### src/rtl/config_pkg.sv
// Shared types and constants for the configuration bitstream loader.
package config_pkg;

    typedef enum logic [2:0] {
        ST_IDLE  = 3'd0,
        ST_LOAD  = 3'd1,
        ST_SHIFT = 3'd2,
        ST_CHECK = 3'd3,
        ST_DONE  = 3'd4
    } cfg_state_t;

    localparam logic [7:0] CRC8_POLY = 8'h07;
    localparam logic [7:0] CRC8_INIT = 8'h00;

endpackage

### src/rtl/crc8_serial.sv
// Bit-serial CRC-8, MSB-first, no final XOR. Only built when CONFIG_LOADER_CRC_EN is defined.
`ifdef CONFIG_LOADER_CRC_EN
module crc8_serial
    import config_pkg::*;
(
    input  logic       clk,
    input  logic       rst,
    input  logic       clr,
    input  logic       bit_en,
    input  logic       bit_in,
    output logic [7:0] crc
);

    logic fb_c;

    assign fb_c = crc[7] ^ bit_in;

    always_ff @(posedge clk or posedge rst) begin
        if (rst) begin
            crc <= CRC8_INIT;
        end else if (clr) begin
            crc <= CRC8_INIT;
        end else if (bit_en) begin
            crc <= {crc[6:0], 1'b0} ^ (fb_c ? CRC8_POLY : 8'h00);
        end
    end

endmodule
`endif

### src/rtl/config_loader.sv
// Serializes configuration words MSB-first into the LE scan chain while masking the fabric.
// Optional CRC-8 trailer check is enabled by defining CONFIG_LOADER_CRC_EN.
module config_loader
    import config_pkg::*;
#(
    parameter int unsigned CHAIN_LEN = 17,
    parameter int unsigned WORD_W    = 8
) (
    input  logic              clk,
    input  logic              rst,
    input  logic              start,
    input  logic              abort,
    input  logic [WORD_W-1:0] word_in,
    input  logic              word_valid,
    output logic              word_ready,
    output logic              config_data_in,
    output logic              chain_en,
    output logic              config_en,
    output logic              busy,
    output logic              done,
    output logic              err
);

    localparam int unsigned CNT_W = $clog2(CHAIN_LEN + 1);
    localparam int unsigned WB_W  = $clog2(WORD_W);

    cfg_state_t        state_q, state_d;
    logic [WORD_W-1:0] shift_q, shift_d;
    logic [CNT_W-1:0]  bit_cnt_q, bit_cnt_d;
    logic [WB_W-1:0]   wbit_q, wbit_d;
    logic              err_d;
    logic              hold_q, hold_d;

`ifdef CONFIG_LOADER_CRC_EN
    logic [7:0] crc_val;
    logic       crc_clr_c;

    assign crc_clr_c = (state_q == ST_IDLE) && start;

    crc8_serial u_crc (
        .clk    (clk),
        .rst    (rst),
        .clr    (crc_clr_c),
        .bit_en (chain_en),
        .bit_in (config_data_in),
        .crc    (crc_val)
    );
`endif

    // Next-state and datapath updates
    always_comb begin
        state_d   = state_q;
        shift_d   = shift_q;
        bit_cnt_d = bit_cnt_q;
        wbit_d    = wbit_q;
        err_d     = err;
        hold_d    = hold_q;

        case (state_q)
            ST_IDLE: begin
                if (start) begin
                    state_d   = ST_LOAD;
                    err_d     = 1'b0;
                    hold_d    = 1'b0;
                    bit_cnt_d = '0;
                    wbit_d    = '0;
                end
            end
            ST_LOAD: begin
                if (word_valid) begin
                    shift_d = word_in;
                    wbit_d  = '0;
                    state_d = ST_SHIFT;
                end
            end
            ST_SHIFT: begin
                shift_d   = {shift_q[WORD_W-2:0], 1'b0};
                bit_cnt_d = bit_cnt_q + CNT_W'(1);
                wbit_d    = wbit_q + WB_W'(1);
                if (bit_cnt_d == CNT_W'(CHAIN_LEN)) begin
`ifdef CONFIG_LOADER_CRC_EN
                    state_d = ST_CHECK;
`else
                    state_d = ST_DONE;
`endif
                end else if (wbit_q == WB_W'(WORD_W - 1)) begin
                    state_d = ST_LOAD;
                end
            end
`ifdef CONFIG_LOADER_CRC_EN
            ST_CHECK: begin
                if (word_valid) begin
                    if (word_in[7:0] == crc_val) begin
                        state_d = ST_DONE;
                    end else begin
                        // Bad bitstream: stay masked until the next start
                        state_d = ST_IDLE;
                        err_d   = 1'b1;
                        hold_d  = 1'b1;
                    end
                end
            end
`endif
            ST_DONE: begin
                state_d = ST_IDLE;
            end
            default: begin
                state_d = ST_IDLE;
            end
        endcase

        if (abort && (state_q != ST_IDLE)) begin
            state_d = ST_IDLE;
            err_d   = 1'b1;
            hold_d  = 1'b0;
        end
    end

    // State and registered outputs, decoded from next-state values
    always_ff @(posedge clk or posedge rst) begin
        if (rst) begin
            state_q        <= ST_IDLE;
            shift_q        <= '0;
            bit_cnt_q      <= '0;
            wbit_q         <= '0;
            hold_q         <= 1'b0;
            err            <= 1'b0;
            word_ready     <= 1'b0;
            config_data_in <= 1'b0;
            chain_en       <= 1'b0;
            config_en      <= 1'b0;
            busy           <= 1'b0;
            done           <= 1'b0;
        end else begin
            state_q        <= state_d;
            shift_q        <= shift_d;
            bit_cnt_q      <= bit_cnt_d;
            wbit_q         <= wbit_d;
            hold_q         <= hold_d;
            err            <= err_d;
            word_ready     <= (state_d == ST_LOAD) || (state_d == ST_CHECK);
            chain_en       <= (state_d == ST_SHIFT);
            config_data_in <= (state_d == ST_SHIFT) ? shift_d[WORD_W-1] : 1'b0;
            config_en      <= (state_d == ST_LOAD) || (state_d == ST_SHIFT) ||
                              (state_d == ST_CHECK) || hold_d;
            busy           <= (state_d != ST_IDLE);
            done           <= (state_d == ST_DONE);
        end
    end

endmodule
### config.mk
export PLATFORM = sky130hd
export DESIGN_NAME = config_loader
export DESIGN_NICKNAME = d
export VERILOG_FILES = /design/src/rtl/config_pkg.sv /design/src/rtl/crc8_serial.sv /design/src/rtl/config_loader.sv
export SDC_FILE = /design/constraint.sdc
export NUM_CORES = 1
export LEC_CHECK = 0
export CAP_MARGIN = 20
export CORE_MARGIN = 3
export CORE_UTILIZATION = 41
export DETAILED_ROUTE_END_ITERATION = 12
export GPL_TIMING_DRIVEN = 0
export PLACE_DENSITY = 0.61
export SLEW_MARGIN = 20
export SYNTH_ARGS = -nofsm -noshare
export SYNTH_HDL_FRONTEND = slang
export SYNTH_SLANG_ARGS = --single-unit
### constraint.sdc
create_clock -name clk -period 2.2 [get_ports clk]
set_input_delay 0.44 -clock clk [delete_from_list [all_inputs] [get_ports clk]]
set_output_delay 0.44 -clock clk [all_outputs]
set_load 0.05 [all_outputs]
# Word-level counts from Yosys, hierarchy flattened
# Index checks and enable logic that the tools add are counted.
[word_totals]
regBits = 27
latchBits = 0
ramBits = 0
romBits = 0
input_bits = 13
out_inout_bits = 7
elab_cells = 62
n_memories = 0
[op_classes]
n_addsub = 2
multipliers = 0
n_div = 0
order_cmp = 0
n_eq_ne = 10
shifts = 0
n_mux = 20
bitwise_logic = 0
reduce_logical = 17
[op_table]
columns = ["operator", "n"]
rows = [
  ["2-to-1 mux 3 bit", 7],
  ["one-hot mux 3 bit (3 select lines)", 2],
  ["one-hot mux 8 bit (2 select lines)", 1],
  ["one-hot mux 5 bit (2 select lines)", 1],
  ["equality test 3 x 2 -> 1 bit (second input constant)", 3],
  ["nonzero test 3 bit", 3],
  ["2-to-1 mux 8 bit", 1],
  ["nonzero test 2 bit", 4],
  ["2-to-1 mux 1 bit", 7],
  ["equality test 3 x 1 -> 1 bit (second input constant)", 2],
  ["equality test 3 bit (second input constant)", 2],
  ["AND reduction 2 bit", 3],
  ["adder 5 x 1 -> 5 bit (second input constant)", 1],
  ["equality test 5 bit (second input constant)", 1],
  ["2-to-1 mux 5 bit", 1],
  ["logical OR 1 bit", 4],
  ["inequality test 2 bit (second input constant)", 2],
  ["adder 3 x 1 -> 3 bit (second input constant)", 1],
  ["zero test 3 bit", 1],
  ["AND reduction 3 bit", 1],
  ["logical AND 1 bit", 1],
]

# Depth between registers and ports, before layout
# Gate-level depths: netlist of the first run.
[depth]
word_depth = 9
mapped_depth = 6
ltp_nobuf = 6

# Least setup slack after synthesis of the first run
# Ideal clock, no wire load.
[synth_path]
path_type = "register to register"
start = "register bit_cnt_q[0]"
end = "register state_q[0]"
setup_time_ns = 0.128
arrival_time_ns = 1.435
t_required_ns = 2.072
slack_ns = 0.637
stages_incl_launch_ff = 6
path_buffers = 0
synth_period_minus_slack_ns = 1.563
path_cell_list = "dfrtp_1 ha_1 nand3_1 mux2_2 o211ai_2 a21oi_1"
[synth_via]
elab_chain_len = 5
[synth_rtl]
columns = ["item", "line", "text"]
rows = [
  ["start: declaration", "config_loader.sv:29", "logic [CNT_W-1:0] bit_cnt_q, bit_cnt_d;"],
  ["start signal: assignment", "config_loader.sv:137", "bit_cnt_q <= bit_cnt_d;"],
  ["adder 5 x 1 -> 5 bit", "config_loader.sv:78", "bit_cnt_d = bit_cnt_q + CNT_W'(1);"],
  ["equality test 5 bit", "config_loader.sv:80", "if (bit_cnt_d == CNT_W'(CHAIN_LEN)) begin"],
  ["2-to-1 mux 3 bit", "config_loader.sv:80", ""],
  ["one-hot mux 3 bit (3 select lines)", "config_loader.sv:59", "case (state_q)"],
  ["2-to-1 mux 3 bit", "config_loader.sv:112", "if (abort && (state_q != ST_IDLE)) begin"],
  ["named net state_d[0]", "config_loader.sv:27", "cfg_state_t state_q, state_d;"],
  ["end signal: assignment", "config_loader.sv:135", "state_q <= state_d;"],
  ["end: declaration", "config_loader.sv:27", ""],
]
# The timed path passes the listed nets, and every way through them passes these cells.
# A chain may end at the register's enable or synchronous reset.

# Worst setup path after layout of the first run
[layout_path]
start = "register err"
end = "output err"
[layout_rtl]
columns = ["item", "line", "text"]
rows = [
  ["start: declaration", "config_loader.sv:21", "output logic err"],
  ["start signal: assignment", "config_loader.sv:140", "err <= err_d;"],
]
# No word-level cell between the ends.

==> flow_summary_export.csv, run 1 <==
group,metric,value,unit
outcome,status,"finished, final reports clean",
sta,fin_tns_setup,0,ps
worst_setup_path,critPathRequiredTime,1760,ps
place,place_area,1620,um2
synthesis,yosysWarnings,0,
synthesis,synth_top_family_by_area,"compound AO/OA/AOI/OAI gates",
clock_network,clkLatencyLatePin,320,ps
power_and_ir_drop,p_leak,0.774,nW
clock_network,cts_setup_buffers,0,
sta,setup_violations,0,
synthesis,synth_enable_flop_cells,0,
detailed_routing,dr_total_vias,1040,
detailed_routing,wl,2.80,mm
worst_setup_path,crit_type,"register to output pin",
worst_setup_path,critical-path-max-stage-delay,800,ps
floorplan,core,3130,um2
finish,ff_latch_area,676,um2
grt,grt_pass1_wl,4.89,mm
worst_setup_path,critical-path-top-delay-family,"buffers and inverters",
synthesis,synth_compound_area_share,21.6,%
clock_network,clk_pin_slew,140,ps
synthesis,yosysSeqAreaShare,49.3,%
synthesis,synthAdderAreaFrac,3.65,%
worst_setup_path,crit_chain,"clkdlybuf4s50_1",
power_and_ir_drop,power_density,895,nW/um2
sta,fin_crit_sh,87.5,%
clock_network,cts_resized,0,
worst_setup_path,start_kind,"register",
detailed_routing,drt_iter0_markers,47,
synthesis,synth_cell_types,37,
clock_network,clock-root-buffer,"clkbuf_4",
floorplan,die_area,4070,um2
sta,fmax,0.520,GHz
floorplan,die_x,63.8,um
finish,fin_area,1670,um2
worst_setup_path,rrSetupSlack,400,ps
finish,fill_cells,278,
floorplan,placementRows,20,
finish,area_delta_synth_final,21.6,%
finish,drive_gt1_share,14.0,%
detailed_routing,vias_per_cell,5.36,
grt,first_global_vias,1053,
finish,num_antenna_cells,0,
place,gp_congestion,0.721,
hold_path,worst_hold_path_type,"input pin to async pin",
place,hpwl,2.00,mm
worst_setup_path,arrival,1480,ps
finish,final_nets,168,
synthesis,synthXorXnorAreaFrac,0,%
sta,drv_slew,0,
detailed_routing,wl_per_cell,14.4,um
sta,worstMarginPinSlew,591,ps
grt,antenna_found_initial,0,
floorplan,die_y,63.8,um
clock_network,htree_num_levels,1,
clock_network,numCtsBuffers,3,
worst_setup_path,crit_path_end_kind,"output pin",
floorplan,io_pins,20,
clock_network,clock_path_buffers,2,
sta,period_minus_slack,1920,ps
finish,multi_input_area,631,um2
sta,rsz0062_at_grt,"false",
sta,clock_skew,9.18,ps
finish,mostFrequentLayoutCell,"dfrtp_1",
synthesis,synthArstFlopShare,100,%
synthesis,synthSimpleGateAreaFrac,19.2,%
sta,relSlewSlack,60.2,%
place,numPortBuffers,19,
synthesis,synth_seq_cells,27,
grt,grt_usage,15.0,%
worst_setup_path,crit_fanout,2,
synthesis,netlist_instances,126,
power_and_ir_drop,irDropWorstVdd,0.000491,V
grt,overflow,0,
synthesis,synth_top_flop_cell,"dfrtp_1",
job,maxCapViolations,0,
finish,final_cell_mix,"dfrtp_1, nand2_1, clkdlybuf4s50_1",
clock_network,ctsHoldBuffers,0,
detailed_routing,remaining_drc_errors,0,
worst_setup_path,cpMaxStageDelayCell,"clkdlybuf4s50_1",
synthesis,synth_nets,143,
synthesis,syn_area,1370,um2
sta,hold_viol_final,0,
grt,grt_max_degree,28,
floorplan,start_util,43.8,%
clock_network,cts_tree,"built",
worst_setup_path,crit_buf_inv,1,
detailed_routing,antenna_left,0,
synthesis,synth.mux.area_fraction,1.55,%
clock_network,cts.sinks,27,
detailed_routing,first_pass_iters,4,
synthesis,postSynthAreaPerCell,10.9,um2
synth_stat cells, types with 2 or more instances:
cell type / instances / area, um2
ha_1: 4 / 50.1
nand2b_1: 2 / 12.5
inv_1: 5 / 18.8
o21bai_1: 2 / 15.0
o21ai_0: 5 / 25.0
dfrtp_1: 27 / 676
buf_2: 3 / 15.0
nand3b_1: 4 / 30.0
nor2_1: 4 / 15.0
buf_6: 2 / 22.5
nor4_1: 4 / 25.0
a22o_1: 6 / 52.6
o31ai_1: 2 / 15.0
a21o_1: 3 / 22.5
nand2_1: 20 / 75.1
nand3_1: 3 / 15.0
a22oi_1: 6 / 45.0
a21oi_1: 5 / 25.0
flip-flops by register name, summed over array words and instances, names as in the netlist:
register and count:
config_en 1, hold_q 1, shift_q 8, bit_cnt_q 5, state_q 3, word_ready 1
busy 1, done 1, config_data_in 1, chain_en 1, err 1, wbit_q 3
through the flow:
stage               power (mW)  hold slack (ps)  utilization (%)  instances  setup slack [ps]
global route              1.61              284             53.3        194               212
detailed placement        1.29              466             51.6        189               282
CTS                       1.50              499             52.5        193               255
floorplan                 1.11              439                -        126               637
finish                    1.49              297             53.3        194               276
global placement          1.27              451             51.6        189               306
kinds of logic (layout without fill, tap and decap cells):
logic type | after synthesis | after routing
AO/OA/AOI/OAI | 37 | 37
adder cells (fa/ha/maj) | 4 | 4
buffers and inverters | 11 | 35
flip-flops | 27 | 27
multiplexers | 2 | 2
AND/OR/NAND/NOR | 45 | 45
cell type report:
type / count / share of cell area [%]
Sequential cell: 27 / 40.5
Timing Repair Buffer: 20 / 12.9
Tap cell: 44 / 3.30
Clock buffer: 4 / 1.58
Multi-Input combinational cell: 88 / 37.8
Inverter: 5 / 1.13
Buffer: 6 / 2.70
metal layers:
| layer | wire length, um | up-vias | GRT usage [%] |
|---|---|---|---|
| li1 | - | 508 | - |
| met1 | 1370 | 524 | 20.8 |
| met2 | 1360 | 6 | 23.9 |
| met3 | 47 | 2 | 2.28 |
| met4 | 19 | 0 | 4.85 |
| met5 | 0 | - | 0 |
power by group:
part	internal, mW	switching [mW]	leakage (nW)
clock	0.0708	0.139	0.0150
combinational	0.229	0.342	0.405
sequential	0.624	0.0866	0.354
final timing paths:
| check | start | end | depth (start not counted) |
|---|---|---|---|
| min in group clk | err | err | 2 |
| min | rst | bit_cnt_q[4] | 2 |
| max reg2reg | bit_cnt_q[0] | state_q[1] | 5 |
| max | err | err | 1 |
| max in group asynchronous | rst | word_ready | 3 |
| min reg2reg | err | err | 2 |
worst register-to-register path: cells and delay by family, from the launching register on:
kind,cells,cell delay (ps)
flip-flops,1,480
AO/OA/AOI/OAI,1,230
AND/OR/NAND/NOR,2,260
multiplexers,1,410
adder cells (fa/ha/maj),1,320
Power figures use the tool's default switching activity.
==> run 2, diff against run 1 <==
- GPL_TIMING_DRIVEN: 0 -> not set
==> run 2 against run 1 <==
Core utilization fell by 1.2 points. Non-clock buffer count fell by 3. Clock power rose by 4%. Design area fell by 2.2%. Wire length fell by 8.2%. Critical endpoint unchanged.
==> flow_summary_export.csv, run 2 (synthesis gave the netlist of run 1 again) <==
group,metric,value,unit
finish,instances_no_fill,191,
floorplan,core,3130,um2
sta,hold_viol_final,0,
clock_network,cts_resized,0,
floorplan,die_area,4070,um2
worst_setup_path,cpMaxStageDelayCell,"clkdlybuf4s50_1",
finish,area_delta_synth_final,19.0,%
finish,largestRegisters,"shift_q x8, bit_cnt_q x5",
detailed_routing,antenna_left,0,
worst_setup_path,arrival,1500,ps
finish,mostFrequentLayoutCell,"dfrtp_1",
sta,clock_skew,7.05,ps
sta,period_minus_slack,1940,ps
worst_setup_path,worstReg2RegStart,"bit_cnt_q[0]",
clock_network,clock-root-buffer,"clkbuf_4",
clock_network,cts_setup_buffers,0,
sta,fin_crit_sh,88.0,%
clock_network,clock_path_buffers,2,
sta,fin_tns_setup,0,ps
place,numPortBuffers,19,
detailed_routing,drt_iter0_markers,32,
clock_network,cts_tree,"built",
sta,rsz0062_at_grt,"false",
detailed_routing,dr_total_vias,970,
clock_network,clkLatencyLatePin,320,ps
clock_network,clk_pin_slew,150,ps
clock_network,numCtsBuffers,3,
worst_setup_path,start_kind,"register",
place,dpl.cell_count,187,
worst_setup_path,ff2ff_path_depth,5,
hold_path,worst_hold_path_type,"input pin to async pin",
power_and_ir_drop,power_density,907,nW/um2
detailed_routing,first_pass_iters,4,
worst_setup_path,crit_fanout,2,
finish,drive_gt1_share,12.9,%
worst_setup_path,critical-path-top-delay-family,"buffers and inverters",
grt,first_global_vias,979,
sta,relSlewSlack,61.4,%
sta,setup_violations,0,
grt,grt_max_degree,28,
finish,num_antenna_cells,0,
worst_setup_path,crit_chain,"clkdlybuf4s50_1",
worst_setup_path,critPathRequiredTime,1760,ps
finish,final_nets,165,
worst_setup_path,critical-path-max-stage-delay,800,ps
sta,worstMarginPinSlew,573,ps
place,hpwl,1.91,mm
finish,final_cell_mix,"dfrtp_1, nand2_1, clkdlybuf4s50_1",
place,gp_congestion,0.739,
detailed_routing,wl,2.57,mm
floorplan,io_pins,20,
grt,grt_usage,14.1,%
worst_setup_path,crit_path_end_kind,"output pin",
worst_setup_path,r2r-end,"config_data_in",
detailed_routing,wl_per_cell,13.4,um
worst_setup_path,rrSetupSlack,470,ps
finish,regMostFlops,"shift_q",
worst_setup_path,crit_buf_inv,1,
grt,grt_pass1_wl,4.60,mm
floorplan,die_x,63.8,um
grt,antenna_found_initial,0,
grt,overflow,0,
clock_network,cts.sinks,27,
detailed_routing,vias_per_cell,5.08,
floorplan,placementRows,20,
outcome,status,"finished, final reports clean",
power_and_ir_drop,irDropWorstVdd,0.000503,V
clock_network,ctsHoldBuffers,0,
finish,fill_cells,283,
clock_network,htree_num_levels,1,
finish,largest_reg_flops,8,
sta,drv_slew,0,
floorplan,start_util,43.8,%
floorplan,die_y,63.8,um
detailed_routing,remaining_drc_errors,0,
job,maxCapViolations,0,
worst_setup_path,crit_type,"register to output pin",
sta,fmax,0.516,GHz
power_and_ir_drop,p_leak,0.755,nW
## run 2: cell types whose count changed in the layout (fill, tap and decap cells not counted)
cell,delta
buf_2,-3
buf_4,+3
buf_6,-2
clkbuf_1,-1
clkbuf_16,-1
clkinv_1,-1
clkinvlp_4,+1
inv_1,+1
## run 2: worst max-delay path by stage
| stage | start | to | slack (ps) | depth (start not counted) |
|---|---|---|---|---|
| 2_1_floorplan | bit_cnt_q[0] | state_q[0] | 640 | 5 |
| 3_3_place_gp | word_valid | config_data_in | 350 | 5 |
| 3_5_place_dp | word_valid | config_data_in | 310 | 5 |
| 4_1_cts | err | err | 240 | 1 |
| 5_1_grt | word_ready | word_ready | 200 | 1 |
| 6_report | err | err | 260 | 1 |
## run 2: final cells by class
type | instances | area, um2 | area share, %
Clock buffer | 3 | 22.5 | 1.38
Multi-Input combinational cell | 88 | 631 | 38.7
Inverter | 5 | 18.8 | 1.15
Clock inverter | 1 | 7.51 | 0.460
Sequential cell | 27 | 676 | 41.4
Tap cell | 44 | 55.1 | 3.38
Timing Repair Buffer | 23 | 220 | 13.5
## run 2: routing by layer
metal  routed length [um]  track usage [%]
met1                 1300             20.8
met2                 1180             21.0
met3                   65             2.11
met4                   18             4.85
met5                    0                0
## run 2: metrics by stage
step                cell area [um2]  total power, mW  hold slack (ps)  util (%)  setup WS, ps
floorplan                      1370             1.11              439         -           637
global placement               1600             1.27              454      51.2           355
detailed placement             1600             1.28              464      51.2           314
CTS                            1630             1.50              454      52.1           244
global route                   1630             1.60              476      52.1           200
finish                         1630             1.48              448      52.1           263
## run 2: power breakdown
| part | switching [mW] | internal [mW] |
|---|---|---|
| Combinational | 0.313 | 0.220 |
| Clock | 0.148 | 0.0694 |
| Sequential | 0.104 | 0.624 |
| Total | 0.565 | 0.913 |
